<file path="config.mk">
export PLATFORM = sky130hd
export DESIGN_NAME = fft_cmul_scheduler_flat
export DESIGN_NICKNAME = d
export VERILOG_FILES = /design/src/rtl/fft_cmul_scheduler_if.sv /design/src/rtl/fft_cmul_scheduler.sv /design/src/flat_wrapper.sv
export SDC_FILE = /design/constraint.sdc
export NUM_CORES = 2
export LEC_CHECK = 0
export BUFFER_PORTS_ARGS = -buffer_cell sky130_fd_sc_hd__buf_2
export CAP_MARGIN = 20
export CORE_ASPECT_RATIO = 1.1
export CORE_MARGIN = 3
export CORE_UTILIZATION = 49
export CTS_CLUSTER_DIAMETER = 80
export DETAILED_ROUTE_END_ITERATION = 8
export GPL_TIMING_DRIVEN = 0
export PLACE_DENSITY = 0.76
export REMOVE_ABC_BUFFERS = 1
export SLEW_MARGIN = 20
export SYNTH_ARGS = -nofsm -noshare
export SYNTH_HDL_FRONTEND = slang
export SYNTH_SLANG_ARGS = --single-unit
export TNS_END_PERCENT = 5
</file>
<file path="constraint.sdc">
create_clock -name clk -period 15.97 [get_ports clk]
set_input_delay 0 -clock clk [delete_from_list [all_inputs] [get_ports clk]]
set_output_delay 0 -clock clk [all_outputs]
set_load 0.05 [all_outputs]
</file>
<file path="src/rtl/fft_cmul_scheduler_if.sv">
// Sample-in / twiddled-sample-out handshake bundle for the FFT stage twiddle scheduler.
interface fft_cmul_scheduler_if;
    logic               in_valid;
    logic               in_ready;
    logic signed [31:0] in_real;
    logic signed [31:0] in_imag;
    logic [2:0]         tw_step;
    logic               out_valid;
    logic               out_ready;
    logic signed [31:0] out_real;
    logic signed [31:0] out_imag;
    logic [2:0]         out_idx;
    logic               out_last;

    modport master (
        output in_valid, in_real, in_imag, tw_step, out_ready,
        input  in_ready, out_valid, out_real, out_imag, out_idx, out_last
    );

    modport slave (
        input  in_valid, in_real, in_imag, tw_step, out_ready,
        output in_ready, out_valid, out_real, out_imag, out_idx, out_last
    );
endinterface

</file>
<file path="src/rtl/fft_cmul_scheduler.sv">
// Collects an 8-sample frame, applies W8^(k*tw_step) through one registered Q24.8
// complex multiplier, then streams the twiddled frame out.
module fft_cmul_scheduler #(
    parameter int unsigned FRAME_LEN = 8,
    parameter int unsigned FRAC_BITS = 8
) (
    input  logic                 clk,
    input  logic                 rst,
    input  logic                 flush,
    output logic                 busy,
    fft_cmul_scheduler_if.slave  bus
);
    localparam logic [2:0] LAST = 3'(FRAME_LEN - 1);

    typedef enum logic [1:0] {LOAD, MUL, UNLOAD} state_t;
    state_t state, state_nxt;

    logic [2:0]         cnt, iss, pidx, j, tw_lat;
    logic               issuing, pv;
    logic signed [31:0] buf_re [8];
    logic signed [31:0] buf_im [8];
    logic signed [31:0] res_re [8];
    logic signed [31:0] res_im [8];
    logic signed [31:0] prod_re, prod_im;
    logic signed [31:0] src_re, src_im;
    logic               accept, last_accept, prod_en, out_v, out_hs;
    logic [2:0]         mi, e;
    logic signed [63:0] a, b, c, d, sum_re, sum_im;

    assign accept      = bus.in_valid && (state == LOAD);
    assign last_accept = accept && (cnt == LAST);
    assign out_hs      = out_v && bus.out_ready;

    always_ff @(posedge clk or posedge rst) begin
        if (rst) state <= LOAD;
        else     state <= state_nxt;
    end

    always_comb begin
        state_nxt    = state;
        bus.in_ready = 1'b0;
        out_v        = 1'b0;
        busy         = 1'b0;
        case (state)
            LOAD: begin
                bus.in_ready = 1'b1;
                if (last_accept) state_nxt = MUL;
            end
            MUL: begin
                busy = 1'b1;
                if (pv && pidx == LAST) state_nxt = UNLOAD;
            end
            UNLOAD: begin
                busy  = 1'b1;
                out_v = 1'b1;
                if (out_hs && j == LAST) state_nxt = LOAD;
            end
            default: state_nxt = LOAD;
        endcase
        if (flush) state_nxt = LOAD;
    end

    assign bus.out_valid = out_v;
    assign bus.out_idx   = j;
    assign bus.out_last  = out_v && (j == LAST);
    assign bus.out_real  = out_v ? res_re[j] : '0;
    assign bus.out_imag  = out_v ? res_im[j] : '0;

    // Index 0 is issued on the final load edge so the pipeline drains within 8 MUL cycles.
    assign mi      = (state == MUL) ? iss : '0;
    assign e       = mi * tw_lat;
    assign prod_en = last_accept || (state == MUL && issuing);
    assign src_re  = buf_re[mi];
    assign src_im  = buf_im[mi];

    always_comb begin
        c = '0;
        d = '0;
        case (e)
            3'd0: begin c =  64'sd256; d =  64'sd0;   end
            3'd1: begin c =  64'sd181; d = -64'sd181; end
            3'd2: begin c =  64'sd0;   d = -64'sd256; end
            3'd3: begin c = -64'sd181; d = -64'sd181; end
            3'd4: begin c = -64'sd256; d =  64'sd0;   end
            3'd5: begin c = -64'sd181; d =  64'sd181; end
            3'd6: begin c =  64'sd0;   d =  64'sd256; end
            default: begin c = 64'sd181; d = 64'sd181; end
        endcase
    end

    assign a      = {{32{src_re[31]}}, src_re};
    assign b      = {{32{src_im[31]}}, src_im};
    assign sum_re = a * c - b * d;
    assign sum_im = a * d + b * c;

    always_ff @(posedge clk or posedge rst) begin
        if (rst) begin
            cnt     <= '0;
            iss     <= '0;
            pidx    <= '0;
            j       <= '0;
            tw_lat  <= '0;
            issuing <= 1'b0;
            pv      <= 1'b0;
        end else if (flush) begin
            cnt     <= '0;
            iss     <= '0;
            pidx    <= '0;
            j       <= '0;
            issuing <= 1'b0;
            pv      <= 1'b0;
        end else begin
            if (accept) begin
                if (cnt == '0) tw_lat <= bus.tw_step;
                cnt <= cnt + 3'd1;
            end
            if (last_accept) begin
                issuing <= 1'b1;
                iss     <= 3'd1;
                pidx    <= '0;
                pv      <= 1'b1;
            end else if (state == MUL) begin
                pv <= issuing;
                if (issuing) begin
                    pidx <= iss;
                    iss  <= iss + 3'd1;
                    if (iss == LAST) issuing <= 1'b0;
                end
            end
            if (out_hs) j <= j + 3'd1;
        end
    end

    always_ff @(posedge clk) begin
        if (accept) begin
            buf_re[cnt] <= bus.in_real;
            buf_im[cnt] <= bus.in_imag;
        end
        if (prod_en) begin
            prod_re <= 32'(sum_re >>> FRAC_BITS);
            prod_im <= 32'(sum_im >>> FRAC_BITS);
        end
        if (pv && state == MUL) begin
            res_re[pidx] <= prod_re;
            res_im[pidx] <= prod_im;
        end
    end
endmodule

</file>
<file path="src/flat_wrapper.sv">
// flat-port wrapper written by rule: the top's interface ports become plain ports
module fft_cmul_scheduler_flat 
#(
    parameter int unsigned FRAME_LEN = 8,
    parameter int unsigned FRAC_BITS = 8
)
  (clk, rst, flush, busy, bus_in_valid, bus_in_real, bus_in_imag, bus_tw_step, bus_out_ready, bus_in_ready, bus_out_valid, bus_out_real, bus_out_imag, bus_out_idx, bus_out_last);
  fft_cmul_scheduler_if bus_i ();
  input  logic clk;
  input  logic rst;
  input  logic flush;
  output logic busy;
  input wire logic [$bits(bus_i.in_valid)-1:0] bus_in_valid;
  input wire logic [$bits(bus_i.in_real)-1:0] bus_in_real;
  input wire logic [$bits(bus_i.in_imag)-1:0] bus_in_imag;
  input wire logic [$bits(bus_i.tw_step)-1:0] bus_tw_step;
  input wire logic [$bits(bus_i.out_ready)-1:0] bus_out_ready;
  output wire logic [$bits(bus_i.in_ready)-1:0] bus_in_ready;
  output wire logic [$bits(bus_i.out_valid)-1:0] bus_out_valid;
  output wire logic [$bits(bus_i.out_real)-1:0] bus_out_real;
  output wire logic [$bits(bus_i.out_imag)-1:0] bus_out_imag;
  output wire logic [$bits(bus_i.out_idx)-1:0] bus_out_idx;
  output wire logic [$bits(bus_i.out_last)-1:0] bus_out_last;
  assign bus_i.in_valid = bus_in_valid;
  assign bus_i.in_real = bus_in_real;
  assign bus_i.in_imag = bus_in_imag;
  assign bus_i.tw_step = bus_tw_step;
  assign bus_i.out_ready = bus_out_ready;
  assign bus_in_ready = bus_i.in_ready;
  assign bus_out_valid = bus_i.out_valid;
  assign bus_out_real = bus_i.out_real;
  assign bus_out_imag = bus_i.out_imag;
  assign bus_out_idx = bus_i.out_idx;
  assign bus_out_last = bus_i.out_last;
  fft_cmul_scheduler #(.FRAME_LEN(FRAME_LEN), .FRAC_BITS(FRAC_BITS)) u_core (.clk(clk), .rst(rst), .flush(flush), .busy(busy), .bus(bus_i));
endmodule
</file>
==> results by group <==
Route
  • Antenna-violating nets left: 0
  • Routed vias/inst: 5.33
  • Detailed-route DRC error count: 0
  • Initial drt markers: 4137
  • Routed WL: between 200000 and 250000 µm
  • Vias: ~55k
  • DR pass1 iterations: 5
  • WL per Instance: 22.0 µm

Global routing
  • Gr ovfl total: 0
  • Vias in the first global route: approximately 63k
  • Initial antenna violation count: 23
  • Global-route wire length before repair: 360000 µm
  • Overall Global Routing Usage: 0.231
  • Pin count of the biggest net entering global routing: 69

Placed design
  • PortBufs: 142
  • Gpl congestion: 0.960
  • Post-place setup slack: 858 ps
  • HPWL after DPL: 188000 µm

Power and ir drop
  • Pwr Total: between 8 and 9 mW
  • Pint: 5.47 mW
  • P per Cell Area: 75.4 nW/µm²
  • Net Sw Power: 2.63 mW
  • Leakage Power: 49.4 nW
  • Part of the power in registers: 0.407
  • Clock power share: 0.302
  • Peak supply drop: 237 µV
  • Comb power frac: 0.291
  • Switch share: 0.325

Synth
  • Unique masters post-synth: 83
  • Number of synthesized flops with an enable pin: 1088
  • Syn avg cell area: 13.1 µm²
  • Ys async rst share: 0.0172
  • Share of the synthesized area in the top cell type: 0.363
  • Synthesized netlist cell count: 7442
  • Synth Flop Type: edfxtp_1
  • Top cells by area, synth: fa_1, edfxtp_1, inv_1
  • FF+latch count, synth: 1107
  • Post-Syn Area: 97300 µm²
  • Yosys warns: 0
  • Area leader, netlist: fa_1
  • Register area share after synthesis: 0.341

Finish
  • Share of layout cells above drive strength 1: 0.0951
  • Fillcell total: 15.5k
  • Layout area overhead: 10.5%
  • Nets: a little over 10k

Clock tree
  • CTS clk-pin slew, worst paths: 60 ps
  • TritonCTS clock tree: done
  • CTS root buffer: clkbuf_16
  • Longest Clk Path Bufs: 3
  • CTS Sinks: 1107
  • Total CTS buffers: 105
  • Worst skew pair latency: 750 ps
  • Htree depth: 3

STA
  • Fin. Hold Viols: 0
  • Unrepaired setup endpoints after global routing: no
  • Final Setup Violations: 0
  • Final setup skew: 64.5 ps
  • Slew headroom: 0.205
  • Hold_ws: 59.9 ps
  • Crit path time final: approximately 15000 ps
  • Final worst slack: 958 ps
  • Peak Freq: 66.6 MHz
  • Worst Tran Pin Value: 1190 ps
  • Final Max Slew Viols: 0
  • Final worst-path cycle share: 0.940

Critical path
  • Crit path kind: flip-flop to flip-flop
  • Worst Path Required: 16390 ps
  • Setup crit start kind: flip-flop
  • Slowest Stage Delay on Critical Path: ~970 ps
  • CP max stage cell: fa_1
  • Crit path buffers/inverters: 16
  • CP top delay family: adder cells
  • Max Fanout on Critical Path: 31
  • Crit path capture type: flip-flop
  • WP data arrival: approximately 15000 ps
  • Most frequent cell on the critical path: fa_1

Floorplanning
  • Core Region: 196000 µm²
  • Width of the die: roughly 430 µm
  • Die height: roughly 470 µm
  • Full die area: 204000 µm²
  • I/O Pins: 143
  • Initial Util: 0.496
  • # rows: 170

Hold path
  • Min-delay worst type: primary input to flip-flop

Run
  • Max Cap Viol: 0

Run status
  • Status: completed
[power by group through the flow]
| stage | clock (mW) | sequential [mW] | combinational [mW] |
|---|---|---|---|
| floorplan | 0 | 3.36 | 1.37 |
| global placement | 0 | 3.36 | 2.20 |
| detailed placement | 0 | 3.36 | 2.28 |
| CTS | 2.49 | 3.30 | 2.31 |
| global route | 2.61 | 3.30 | 2.60 |
| finish | 2.45 | 3.30 | 2.36 |
[cell usage in the layout, fill, tap and decap left out, drive strengths merged, types with 6 or more instances in the layout]
cell type and n:
mux2i 70, nor3 60, xor2 42, dlygate4sd3 77, o21bai 8, edfxtp 1088, o21a 6, a21o 48
o31ai 7, nand2 313, ha 519, fa 1762, bufinv 8, o21ai 56, nor2b 85, mux4 193
a31oi 8, o2111ai 6, and3 19, a211oi 40, and2 60, inv 2001, nand4 13, dfrtp 19
or2 32, mux2 9, clkbuf 127, clkinv 55, buf 279, xnor2 111, nand3 35, nand2b 84
a21oi 132, o22ai 62, diode 11, nor2 315
[path summary, 6_finish.rpt]
path,start,slack (ps),endpoint,depth (start not counted)
worst min-delay path,bus_in_real[18],60,u_core.buf_re[1][18]$_DFFE_PP_,2
worst max-delay path,u_core.state[1]$_DFFE_PP0P_,960,u_core.prod_re[28]$_DFFE_PP_,44
min in group asynchronous,rst,510,u_core.state[0]$_DFFE_PP0P_,4
max in group asynchronous,rst,14850,u_core.iss[2]$_DFFE_PP0P_,4
worst min register to register,u_core.pidx[2]$_DFFE_PP0P_,570,u_core.pidx[2]$_DFFE_PP0P_,2
worst max register to register,u_core.state[1]$_DFFE_PP0P_,960,u_core.prod_re[28]$_DFFE_PP_,44
[Yosys cell counts (13+ instances only)]
| cell | instances |
|---|---|
| dfrtp_1 | 19 |
| a21o_1 | 48 |
| nor3_1 | 60 |
| nand2_1 | 311 |
| o22ai_1 | 62 |
| fa_1 | 1762 |
| or2_2 | 32 |
| o21ai_0 | 51 |
| nand2b_1 | 84 |
| xor2_1 | 40 |
| buf_1 | 28 |
| clkbuf_1 | 106 |
| nand4_1 | 13 |
| and3_1 | 19 |
| buf_2 | 45 |
| xnor2_1 | 111 |
| nor2b_1 | 85 |
| mux2i_1 | 67 |
| nor2_1 | 314 |
| ha_1 | 519 |
| edfxtp_1 | 1088 |
| a211oi_1 | 40 |
| nand3_1 | 35 |
| and2_1 | 56 |
| inv_1 | 1997 |
| a21oi_1 | 129 |
| mux4_2 | 190 |
[flip-flops by register name, indices dropped and copies added, names as in the netlist, 3 cells and up]
signal	cells
u_core.buf_im	256
u_core.res_re	256
u_core.bus.out_idx	3
u_core.tw_lat	3
u_core.buf_re	256
u_core.pidx	3
u_core.prod_im	32
u_core.prod_re	32
u_core.iss	3
u_core.cnt	3
u_core.res_im	256
[layout make-up]
class / count / area, µm² / area share
well taps: 2580 / 3230 / 0.0300
repair buffers: 356 / 3910 / 0.0364
clock inverters: 70 / 721 / 0.00670
inverters: 1998 / 7500 / 0.0698
multi-input cells: 4153 / 56200 / 0.523
flip-flops and latches: 1107 / 33200 / 0.309
diodes: 11 / 27.5 / 0.000256
clock buffers: 127 / 2710 / 0.0252
[routing by layer]
| layer | vias up | routed length [µm] | track usage |
|---|---|---|---|
| met2 | 1926 | 112000 | 0.386 |
| met5 | - | 34 | 0 |
| li1 | 24000 | - | - |
| met1 | 29100 | 90500 | 0.303 |
| met4 | 6 | 8570 | 0.0853 |
| met3 | 446 | 18000 | 0.0459 |
[cells by family after synthesis]
family / count (synthesis) / share of synthesized area
other cells: 1 / 0.0000385
fa+ha+maj: 2281 / 0.429
buf+inv: 2182 / 0.0851
xor+xnor: 154 / 0.0142
compound gates: 410 / 0.0278
flops: 1107 / 0.341
simple gates: 1035 / 0.0496
mux: 272 / 0.0532
[per-stage QoR]
step | instances | instance area (µm²) | setup TNS [ps] | util
2_1_floorplan | 7258 | 96500 | -187400 | -
3_3_place_gp | 9980 | 100000 | -1071230 | 0.512
3_5_place_dp | 10100 | 103000 | 0 | 0.526
4_1_cts | 10400 | 107000 | 0 | 0.547
5_1_grt | 10400 | 107000 | 0 | 0.547
6_report | 10400 | 107000 | 0 | 0.547
[repair_timing]
action	in CTS	in global routing
endpoints found under the hold margin	550	0
endpoints found under the setup margin	0	2
hold buffers	77	0
resized for setup	0	1
buffers inserted	0	0
(Power assumes the default switching activity.)
